### src/rtl/a25_wb_bridge_pkg.sv
// Shared types and helpers for the a25 memory-stage to Wishbone bridge.
// Lanes are the four 32-bit words of a 128-bit line.
package a25_wb_bridge_pkg;

    typedef enum logic [1:0] {
        ST_IDLE = 2'd0,
        ST_BUS  = 2'd1,
        ST_DONE = 2'd2
    } state_e;

    typedef logic [1:0] lane_t;

    localparam logic [3:0] WB_SEL_ALL = 4'hF;

    // One bit per lane: set when any byte of that lane is enabled.
    function automatic logic [3:0] beat_mask(input logic [15:0] byte_enable);
        logic [3:0] mask;
        for (int l = 0; l < 4; l++) begin
            mask[l] = |byte_enable[4*l +: 4];
        end
        return mask;
    endfunction

    // Lowest set lane of a mask; lane 0 when the mask is empty.
    function automatic lane_t first_lane(input logic [3:0] mask);
        lane_t lane;
        lane = 2'd0;
        for (int l = 3; l >= 0; l--) begin
            lane = mask[l] ? lane_t'(l) : lane;
        end
        return lane;
    endfunction

endpackage

### src/rtl/a25_wb_beat_timer.sv
// Per-beat ack watchdog: counts cycles a beat has been outstanding and
// flags expiry on the TIMEOUT-th cycle. TIMEOUT = 0 never expires.
module a25_wb_beat_timer #(
    parameter int TIMEOUT = 255
) (
    input  logic clk,
    input  logic rst_n,
    input  logic clr,
    input  logic en,
    output logic expired
);

    localparam int CW = (TIMEOUT > 1) ? $clog2(TIMEOUT + 1) : 1;
    localparam logic [CW-1:0] LIMIT = (TIMEOUT > 0) ? CW'(TIMEOUT - 1) : {CW{1'b0}};

    logic [CW-1:0] cnt_r;

    // Cycle counter for the beat currently on the bus.
    always_ff @(posedge clk or negedge rst_n) begin
        if (!rst_n) begin
            cnt_r <= {CW{1'b0}};
        end else if (clr) begin
            cnt_r <= {CW{1'b0}};
        end else if (en && (cnt_r != LIMIT)) begin
            cnt_r <= cnt_r + CW'(1);
        end
    end

    assign expired = (TIMEOUT != 0) && en && (cnt_r == LIMIT);

endmodule

### src/rtl/a25_wb_bridge.sv
// Runs a25 128-bit cached/uncached requests as 32-bit Wishbone classic beats,
// skipping unenabled write lanes and timing out silent slaves.
module a25_wb_bridge
    import a25_wb_bridge_pkg::*;
#(
    parameter int TIMEOUT = 255
) (
    input  logic         clk,
    input  logic         reset,
    input  logic         i_cached_req,
    input  logic         i_uncached_req,
    input  logic         i_write,
    input  logic [15:0]  i_byte_enable,
    input  logic [127:0] i_write_data,
    input  logic [31:0]  i_address,
    output logic         o_cached_ready,
    output logic         o_uncached_ready,
    output logic [127:0] o_cached_rdata,
    output logic [127:0] o_uncached_rdata,
    output logic [31:0]  o_wb_adr,
    output logic [3:0]   o_wb_sel,
    output logic         o_wb_we,
    output logic [31:0]  o_wb_dat,
    output logic         o_wb_cyc,
    output logic         o_wb_stb,
    input  logic [31:0]  i_wb_dat,
    input  logic         i_wb_ack,
    input  logic         i_wb_err,
    output logic         o_bus_error
);

    state_e        state_r, state_nxt;
    logic [3:0]    mask_r, mask_nxt;
    logic          we_r, we_nxt;
    logic          cached_r, cached_nxt;
    logic [27:0]   adr_hi_r, adr_hi_nxt;
    logic [15:0]   be_r, be_nxt;
    logic [127:0]  wdata_r, wdata_nxt;
    logic [127:0]  line_r, line_nxt;
    logic [127:0]  c_rdata_r, c_rdata_nxt;
    logic [127:0]  u_rdata_r, u_rdata_nxt;
    logic [31:0]   wb_adr_r, wb_adr_nxt;
    logic [31:0]   wb_dat_r, wb_dat_nxt;
    logic [3:0]    wb_sel_r, wb_sel_nxt;
    logic          wb_we_r, wb_we_nxt;
    logic          wb_cyc_r, wb_cyc_nxt;
    logic          c_ready_r, c_ready_nxt;
    logic          u_ready_r, u_ready_nxt;
    logic          bus_error_r, bus_error_nxt;
    logic [3:0]    req_mask_s, rest_mask_s;
    lane_t         lane_s, req_lane_s, next_lane_s;
    logic          beat_end_s, expired_s, timer_clr_s, timer_en_s;
    logic [127:0]  line_upd_s;
    logic          unused_s;

    assign unused_s = ^i_address[1:0];

    // Reads: all lanes (cached) or the addressed lane; writes: enabled lanes only.
    assign req_mask_s  = i_write ? beat_mask(i_byte_enable)
                                 : (i_cached_req ? 4'b1111 : (4'b0001 << i_address[3:2]));
    assign req_lane_s  = first_lane(req_mask_s);
    assign lane_s      = first_lane(mask_r);
    assign rest_mask_s = mask_r & ~(4'b0001 << lane_s);
    assign next_lane_s = first_lane(rest_mask_s);

    assign timer_en_s  = (state_r == ST_BUS) && wb_cyc_r;
    assign beat_end_s  = timer_en_s && (i_wb_ack || i_wb_err || expired_s);
    assign timer_clr_s = (state_r != ST_BUS) || beat_end_s;

    a25_wb_beat_timer #(.TIMEOUT(TIMEOUT)) u_timer (
        .clk     (clk),
        .rst_n   (reset),
        .clr     (timer_clr_s),
        .en      (timer_en_s),
        .expired (expired_s)
    );

    // Line image with the terminating beat's lane merged in (0 on err/timeout).
    always_comb begin
        line_upd_s = line_r;
        line_upd_s[{lane_s, 5'b00000} +: 32] = (i_wb_ack && !i_wb_err) ? i_wb_dat : 32'h0;
    end

    // Next-state and next-output logic for the request FSM.
    always_comb begin
        state_nxt     = state_r;
        mask_nxt      = mask_r;
        we_nxt        = we_r;
        cached_nxt    = cached_r;
        adr_hi_nxt    = adr_hi_r;
        be_nxt        = be_r;
        wdata_nxt     = wdata_r;
        line_nxt      = line_r;
        c_rdata_nxt   = c_rdata_r;
        u_rdata_nxt   = u_rdata_r;
        wb_adr_nxt    = wb_adr_r;
        wb_dat_nxt    = wb_dat_r;
        wb_sel_nxt    = wb_sel_r;
        wb_we_nxt     = wb_we_r;
        wb_cyc_nxt    = wb_cyc_r;
        c_ready_nxt   = 1'b0;
        u_ready_nxt   = 1'b0;
        bus_error_nxt = bus_error_r;
        case (state_r)
            ST_IDLE: begin
                if (i_cached_req || i_uncached_req) begin
                    cached_nxt = i_cached_req;
                    we_nxt     = i_write;
                    adr_hi_nxt = i_address[31:4];
                    be_nxt     = i_byte_enable;
                    wdata_nxt  = i_write_data;
                    line_nxt   = 128'h0;
                    mask_nxt   = req_mask_s;
                    if (req_mask_s == 4'b0000) begin
                        state_nxt   = ST_DONE;
                        c_ready_nxt = i_cached_req;
                        u_ready_nxt = !i_cached_req;
                    end else begin
                        state_nxt  = ST_BUS;
                        wb_cyc_nxt = 1'b1;
                        wb_we_nxt  = i_write;
                        wb_adr_nxt = {i_address[31:4], req_lane_s, 2'b00};
                        wb_sel_nxt = i_write ? i_byte_enable[{req_lane_s, 2'b00} +: 4] : WB_SEL_ALL;
                        wb_dat_nxt = i_write_data[{req_lane_s, 5'b00000} +: 32];
                    end
                end else begin
                    state_nxt = ST_IDLE;
                end
            end
            ST_BUS: begin
                if (beat_end_s) begin
                    line_nxt = line_upd_s;
                    mask_nxt = rest_mask_s;
                    if (i_wb_err || !i_wb_ack) begin
                        bus_error_nxt = 1'b1;
                    end else begin
                        bus_error_nxt = bus_error_r;
                    end
                    if (rest_mask_s == 4'b0000) begin
                        state_nxt   = ST_DONE;
                        wb_cyc_nxt  = 1'b0;
                        wb_we_nxt   = 1'b0;
                        c_ready_nxt = cached_r;
                        u_ready_nxt = !cached_r;
                        if (we_r) begin
                            c_rdata_nxt = c_rdata_r;
                        end else if (cached_r) begin
                            c_rdata_nxt = line_upd_s;
                        end else begin
                            u_rdata_nxt = line_upd_s;
                        end
                    end else begin
                        wb_adr_nxt = {adr_hi_r, next_lane_s, 2'b00};
                        wb_sel_nxt = we_r ? be_r[{next_lane_s, 2'b00} +: 4] : WB_SEL_ALL;
                        wb_dat_nxt = wdata_r[{next_lane_s, 5'b00000} +: 32];
                    end
                end else begin
                    state_nxt = ST_BUS;
                end
            end
            ST_DONE: begin
                state_nxt = ST_IDLE;
            end
            default: begin
                state_nxt = ST_IDLE;
            end
        endcase
    end

    // State and registered outputs; reset drops cyc/stb immediately.
    always_ff @(posedge clk or negedge reset) begin
        if (!reset) begin
            state_r     <= ST_IDLE;
            mask_r      <= 4'h0;
            we_r        <= 1'b0;
            cached_r    <= 1'b0;
            adr_hi_r    <= 28'h0;
            be_r        <= 16'h0;
            wdata_r     <= 128'h0;
            line_r      <= 128'h0;
            c_rdata_r   <= 128'h0;
            u_rdata_r   <= 128'h0;
            wb_adr_r    <= 32'h0;
            wb_dat_r    <= 32'h0;
            wb_sel_r    <= 4'h0;
            wb_we_r     <= 1'b0;
            wb_cyc_r    <= 1'b0;
            c_ready_r   <= 1'b0;
            u_ready_r   <= 1'b0;
            bus_error_r <= 1'b0;
        end else begin
            state_r     <= state_nxt;
            mask_r      <= mask_nxt;
            we_r        <= we_nxt;
            cached_r    <= cached_nxt;
            adr_hi_r    <= adr_hi_nxt;
            be_r        <= be_nxt;
            wdata_r     <= wdata_nxt;
            line_r      <= line_nxt;
            c_rdata_r   <= c_rdata_nxt;
            u_rdata_r   <= u_rdata_nxt;
            wb_adr_r    <= wb_adr_nxt;
            wb_dat_r    <= wb_dat_nxt;
            wb_sel_r    <= wb_sel_nxt;
            wb_we_r     <= wb_we_nxt;
            wb_cyc_r    <= wb_cyc_nxt;
            c_ready_r   <= c_ready_nxt;
            u_ready_r   <= u_ready_nxt;
            bus_error_r <= bus_error_nxt;
        end
    end

    assign o_cached_ready   = c_ready_r;
    assign o_uncached_ready = u_ready_r;
    assign o_cached_rdata   = c_rdata_r;
    assign o_uncached_rdata = u_rdata_r;
    assign o_wb_adr         = wb_adr_r;
    assign o_wb_sel         = wb_sel_r;
    assign o_wb_we          = wb_we_r;
    assign o_wb_dat         = wb_dat_r;
    assign o_wb_cyc         = wb_cyc_r;
    assign o_wb_stb         = wb_cyc_r;
    assign o_bus_error      = bus_error_r;

endmodule

### config.mk
export PLATFORM = sky130hd
export DESIGN_NAME = a25_wb_bridge
export DESIGN_NICKNAME = d
export VERILOG_FILES = /design/src/rtl/a25_wb_bridge_pkg.sv /design/src/rtl/a25_wb_beat_timer.sv /design/src/rtl/a25_wb_bridge.sv
export SDC_FILE = /design/constraint.sdc
export NUM_CORES = 1
export LEC_CHECK = 0
export CORE_MARGIN = 5
export CORE_UTILIZATION = 50
export DETAILED_ROUTE_END_ITERATION = 6
export PLACE_DENSITY = 0.78
export SYNTH_ARGS = -nofsm -noshare
export SYNTH_HDL_FRONTEND = slang
export SYNTH_SLANG_ARGS = --single-unit
export TNS_END_PERCENT = 50
### constraint.sdc
create_clock -name clk -period 5.8 [get_ports clk]
set_input_delay 1.16 -clock clk [delete_from_list [all_inputs] [get_ports clk]]
set_output_delay 1.16 -clock clk [all_outputs]
set_load 0.02 [all_outputs]
# --- After elaboration in Yosys (flattened, before gate mapping) ---
# Index checks and enable logic that the tools add are counted.
classes:
  add_sub_neg: 2
  n_mul: 0
  div: 0
  n_lt_le_gt_ge: 0
  eq_ne: 10
  shifts: 8
  muxes: 64
  bitwise_logic: 4
  n_reduce_logical: 30
ops:
  columns: ["operator", "n"]
  rows:
  - ["2-to-1 mux 32 bit", 9]
  - ["2-to-1 mux 128 bit", 2]
  - ["one-hot mux 128 bit (2 select lines)", 1]
  - ["variable part select 128 x 8 -> 32 bit", 2]
  - ["bitwise mux 128 bit", 1]
  - ["one-hot mux 32 bit (2 select lines)", 2]
  - ["variable shift 32 x 9 -> 128 bit (first input constant)", 1]
  - ["variable part select 32 x 9 -> 128 bit", 1]
  - ["2-to-1 mux 4 bit", 10]
  - ["2-to-1 mux 2 bit", 16]
  - ["variable part select 16 x 5 -> 4 bit", 2]
  - ["AND reduction 5 bit", 4]
  - ["2-to-1 mux 8 bit", 2]
  - ["one-hot mux 4 bit (2 select lines)", 2]
  - ["OR reduction 4 bit", 4]
  - ["2-to-1 mux 1 bit", 14]
  - ["negator 7 -> 9 bit", 1]
  - ["adder 8 x 1 -> 8 bit (second input constant)", 1]
  - ["equality test 8 bit (second input constant)", 1]
  - ["logical NOT 4 bit", 2]
  - ["inequality test 2 bit (second input constant)", 4]
  - ["inequality test 8 bit (second input constant)", 1]
  - ["one-hot mux 1 bit (2 select lines)", 4]
  - ["left shift 1 x 2 -> 4 bit (first input constant)", 2]
  - ["14 further kinds", 29]
totals:
  register_bits: 645
  latch_bits: 0
  ram_bits: 0
  romBits: 0
  input_bits: 215
  word_cells: 137
  mem_count: 0

# --- Depth between registers and ports, before layout ---
logic_depth:
  word_depth: 16
  mapped_depth: 14
  ltp_nobuf: 11

# --- Modules after synthesis ---
# A second synthesis with hierarchy kept.
hier_totals:
  cells_unflattened: 3012
  hier_area_um2: 27691.6
by_module_without_submodules:
  columns: ["module", "n_inst", "cells_each", "area_per_inst_um2", "seq_area_each_um2"]
  rows:
  - ["a25_wb_bridge", 1, 2958, 27138.5, 15890.2]
  - ["a25_wb_beat_timer", 1, 54, 553.0, 200.2]

# --- Worst setup path before layout ---
# OpenSTA, ideal clock, no wires.
synth_timing:
  kind: "input port to flip-flop"
  startpoint: "input i_byte_enable[0]"
  endpoint: "register wb_dat_r[26] (netlist: o_wb_dat[26])"
  t_arrival_ns: 2.713
  required_ns: 5.672
  slack_ns: 2.959
  cell_stages: 7
  n_path_buf: 1
  path_cell_list: "nor4_1 > o2bb2ai_1 > o221a_2 > buf_6 > mux2_2 > o22ai_1 > o31ai_1"
synth_between:
  elab_chain_cells: 7
synth_rtl:
  columns: ["element", "line", "rtl"]
  rows:
  - ["from (decl)", "a25_wb_bridge.sv:13", "input logic [15:0] i_byte_enable,"]
  - ["OR reduction 4 bit *", "a25_wb_bridge_pkg.sv:19", "mask[l] = |byte_enable[4*l +: 4];"]
  - ["2-to-1 mux 4 bit *", "a25_wb_bridge.sv:59", "assign req_mask_s = i_write ? beat_mask(i_byte_enable)"]
  - ["2-to-1 mux 2 bit", "a25_wb_bridge_pkg.sv:29", "lane = mask[l] ? lane_t'(l) : lane;"]
  - ["variable part select 128 x 8 -> 32 bit", "a25_wb_bridge.sv:124", "wb_dat_nxt = i_write_data[{req_lane_s, 5'b00000} +: 32];"]
  - ["2-to-1 mux 32 bit", "a25_wb_bridge.sv:114", "if (req_mask_s == 4'b0000) begin"]
  - ["2-to-1 mux 32 bit", "a25_wb_bridge.sv:106", "if (i_cached_req || i_uncached_req) begin"]
  - ["one-hot mux 32 bit (2 select lines)", "a25_wb_bridge.sv:104", "case (state_r)"]
  - ["to (signal assigned)", "a25_wb_bridge.sv:203", "wb_dat_r <= wb_dat_nxt;"]
  - ["to (decl)", "a25_wb_bridge.sv:43", "logic [31:0] wb_dat_r, wb_dat_nxt;"]
# Every way passes the cells marked *; elsewhere a longest branch is shown, timed or not. The select of a mux whose other input is x is not followed.
# A chain may end at the register's enable or synchronous reset.

# --- Final worst setup path ---
layout_timing:
  startpoint: "input i_byte_enable[1]"
  endpoint: "register wb_adr_r[5] (netlist: o_wb_adr[5])"
layout_between:
  elab_chain_cells: 5
layout_rtl:
  columns: ["element", "line", "rtl"]
  rows:
  - ["OR reduction 4 bit", "a25_wb_bridge_pkg.sv:19", null]
  - ["2-to-1 mux 4 bit", "a25_wb_bridge.sv:59", null]
  - ["logical NOT 4 bit", "a25_wb_bridge.sv:114", null]
  - ["inequality test 2 bit (no line)", null, null]
  - ["AND reduction 5 bit (no line)", null, null]
  - ["to (signal assigned)", "a25_wb_bridge.sv:202", "wb_adr_r <= wb_adr_nxt;"]
  - ["to (decl)", "a25_wb_bridge.sv:42", "logic [31:0] wb_adr_r, wb_adr_nxt;"]
# Every way passes these cells.

==> results.cfg <==
[clock_tree]
cts-root-buf = clkbuf_16
clockBufferDepth = 3
clkSinkCount = 643
clkLatencyLatePin_ps = 610
cts_post_setup_buffers_inserted = 0
cts_resized = 0
cts_tree = yes
path_clk_slew_ps = 60
cts_max_level = 3
cts_inserted_buffers = 70
cts_hold_buf = 0

[sta]
rsz0062_at_grt = no
whs_ps = 473.4
skew_ps = 20.98
max_freq_ghz = 0.2408
setup_slack_ps = 1647
maxSlewViolCount = 0
final.min_clock_period_ps = 4153
final_hold_viol_count = 0
slew_headroom_pct = 10.45
worst_slew_pin_slew_ps = 1341
finalSetupViolCount = 0
fin_crit_sh_pct = 71.60
tns_ps = 0

[die]
start_util_pct = 50.56
design.core.area_mm2 = 0.05509
pin_count = 545
die_w_um = 246.0
die_h_um = 246.0
rows = 86
die-area_mm2 = 0.06053

[synth]
syn-cell-area_mm2 = 0.02786
synth_cell_type_count = 71
synth.avg_cell_area_um2 = 9.829
synth-xor-area-share_pct = 0.06288
synthMuxAreaShare_pct = 7.708
yosys_warnings = 0
synth_top_family_by_area = simple AND/OR/NAND/NOR gates
synthSimpleGateAreaFrac_pct = 15.07
synthAdderAreaFrac_pct = 0.3054
synth_compound_area_share_pct = 14.66
synth_enable_flop_cells = 0
async_flop_share_pct = 100.0
ys.flop_type = dfrtp_1
netlist_instances = 2834
yosysSeqAreaShare_pct = 57.76
ys_ff_latch = 643

[pwr]
p_int_mw = 12.10
p_switching_mw = 8.486
swShare_pct = 41.22
clkPwrFrac_pct = 22.3
seq_power_share_pct = 33.6
p_comb_share_pct = 44.1
p_leak_nw = 16.23
powerDensity_mw_per_mm2 = 568.2
peakVddDrop_mv = 0.5908
p_total_mw = 20.59

[worst_setup_path]
worstPathArrival_ps = 4600
cp.required_ps = 6250
worstPathMaxFanout = 74
end_kind = flop
path_class = input pin to flop
reg2reg_slack_ps = 1680
startpoint_type = input pin

[routing]
routed_wl_um = 94590
drc = 0
drtAntennaViolNets = 0
dr.pass1.iters = 6
vias = 24020
via_per_inst = 5.847
detail_route.wl_per_cell_um = 23.03
first_iter_violations = 2354

[final_layout]
drive_above_1_share_pct = 9.494
utilization_pct = 65.77
syn_to_final_growth_pct = 30.08
nets = 3503
seqCellArea_mm2 = 0.01609
fill_cells = 4230
multi_input_area_mm2 = 0.01067

[global_route]
grt_max_degree = 193
grt_pass1_vias = 24630
overflow = 0
grt_pass1_wl_um = 144600
grt.total_usage_pct = 30.42
antenna_found_initial = 22

[placed_design]
gp_congestion = 0.8772
io_buffers = 540
dpl.hpwl_um = 62810
place_ws_ps = 1101

[run]
maxCapViolCount = 0

[status]
outcome = finished clean

[worst_hold_path]
hold_path.class = flop to flop
[metal layers]
layer,GRT usage [%],vias to the layer above,routed length [µm]
met5,0,-,19
met4,15.10,4,4688
met3,7.117,266,8023
met2,49.36,1167,45650
met1,38.60,11950,36210
li1,-,10630,-
[critical path: stages]
cell and delay [ps]:
clkdlybuf4s50_1 460, nor4_1 670, nand3_1 280, a22oi_1 350
a221o_4 810, buf_4 580, o21ai_0 190
[logic make-up (layout without fill, tap and decap cells)]
| group | after synthesis | after routing |
|---|---|---|
| flip-flops | 643 | 643 |
| other | 1 | 23 |
| XOR/XNOR | 2 | 2 |
| buffers and inverters | 277 | 781 |
| multiplexers | 198 | 198 |
| AND/OR/NAND/NOR | 1052 | 1052 |
| adder cells (fa/ha/maj) | 7 | 7 |
| AO/OA/AOI/OAI | 654 | 654 |
[flip-flops by register name, summed over array words and instances (netlist names), 8 cells and up]
signal            flops
o_uncached_rdata    128
adr_hi_r             28
line_r              128
o_wb_adr             30
o_wb_dat             32
o_cached_rdata      128
u_timer.cnt_r         8
be_r                 16
wdata_r             128
[final cells by class]
cell class                 count  area share (%)
multi-input combinational   1915           29.46
inverter                      68          0.7044
timing repair buffer         584           16.08
antenna                       21          0.1450
clock inverter                28          0.9358
tap                          748           2.583
clock buffer                 101           5.684
sequential                   643           44.41
[metrics by stage]
step                instance area [µm²]  cells
detailed placement                33780   3958
global route                      36230   4106
global placement                  33780   3958
finish                            36230   4108
floorplan                         27860   2835
CTS                               36180   4087
[path summary, 6_finish.rpt]
check | from | to | cells after the start
worst min-delay path | adr_hi_r[1]$_DFFE_PN0P_ | adr_hi_r[1]$_DFFE_PN0P_ | 2
worst max register to register | mask_r[2]$_DFFE_PN0P_ | o_wb_adr[8]$_DFFE_PN0P_ | 11
min in group asynchronous | reset | o_wb_adr[18]$_DFFE_PN0P_ | 1
worst min register to register | adr_hi_r[1]$_DFFE_PN0P_ | adr_hi_r[1]$_DFFE_PN0P_ | 2
worst max-delay path | i_byte_enable[1] | o_wb_adr[5]$_DFFE_PN0P_ | 7
max in group asynchronous | reset | o_uncached_rdata[25]$_DFFE_PN0P_ | 2
[synthesized netlist by cell type (all sizes together) (4+ instances only)]
cell type  count  area, µm²
nor3           6      35.03
o22ai         96      600.6
nor2b          6      37.54
or2            5      31.28
o221ai        59      516.8
nand2b         4      25.02
o21ai        184      928.4
clkbuf       116      435.4
nand2        783       2942
ha             6      75.07
and3           7      43.79
a22o           4      35.03
o31ai         31      232.7
mux2         132       1486
a21oi        181      909.6
a32o           4      40.04
and2          29      181.4
mux2i         66      660.6
nand3          9      50.05
nor4           4      46.29
inv           68      255.2
nor2         187      704.4
nand4          4      25.02
buf           93      540.5
a32oi         64      560.5
dfrtp        643      16090
[placed cells by master, fill, tap and decap left out, types with 68 or more instances in the layout]
cell,count
a21oi_1,179
clkbuf_16,71
clkdlybuf4s50_1,539
dfrtp_1,643
inv_1,68
mux2_2,124
nand2_1,782
nor2_1,185
o21ai_0,174
o22ai_1,96
[power groups by stage]
stage / registers, mW / logic, mW / clock network [mW]
after floorplan: 7.67 / 4.51 / 0
after global placement: 6.87 / 8.73 / 0
after detailed placement: 6.95 / 8.98 / 0
after CTS: 6.89 / 9.03 / 4.66
after global routing: 7.06 / 9.75 / 4.86
final: 6.91 / 9.08 / 4.60
No activity file was read; power rests on OpenSTA's default activity.
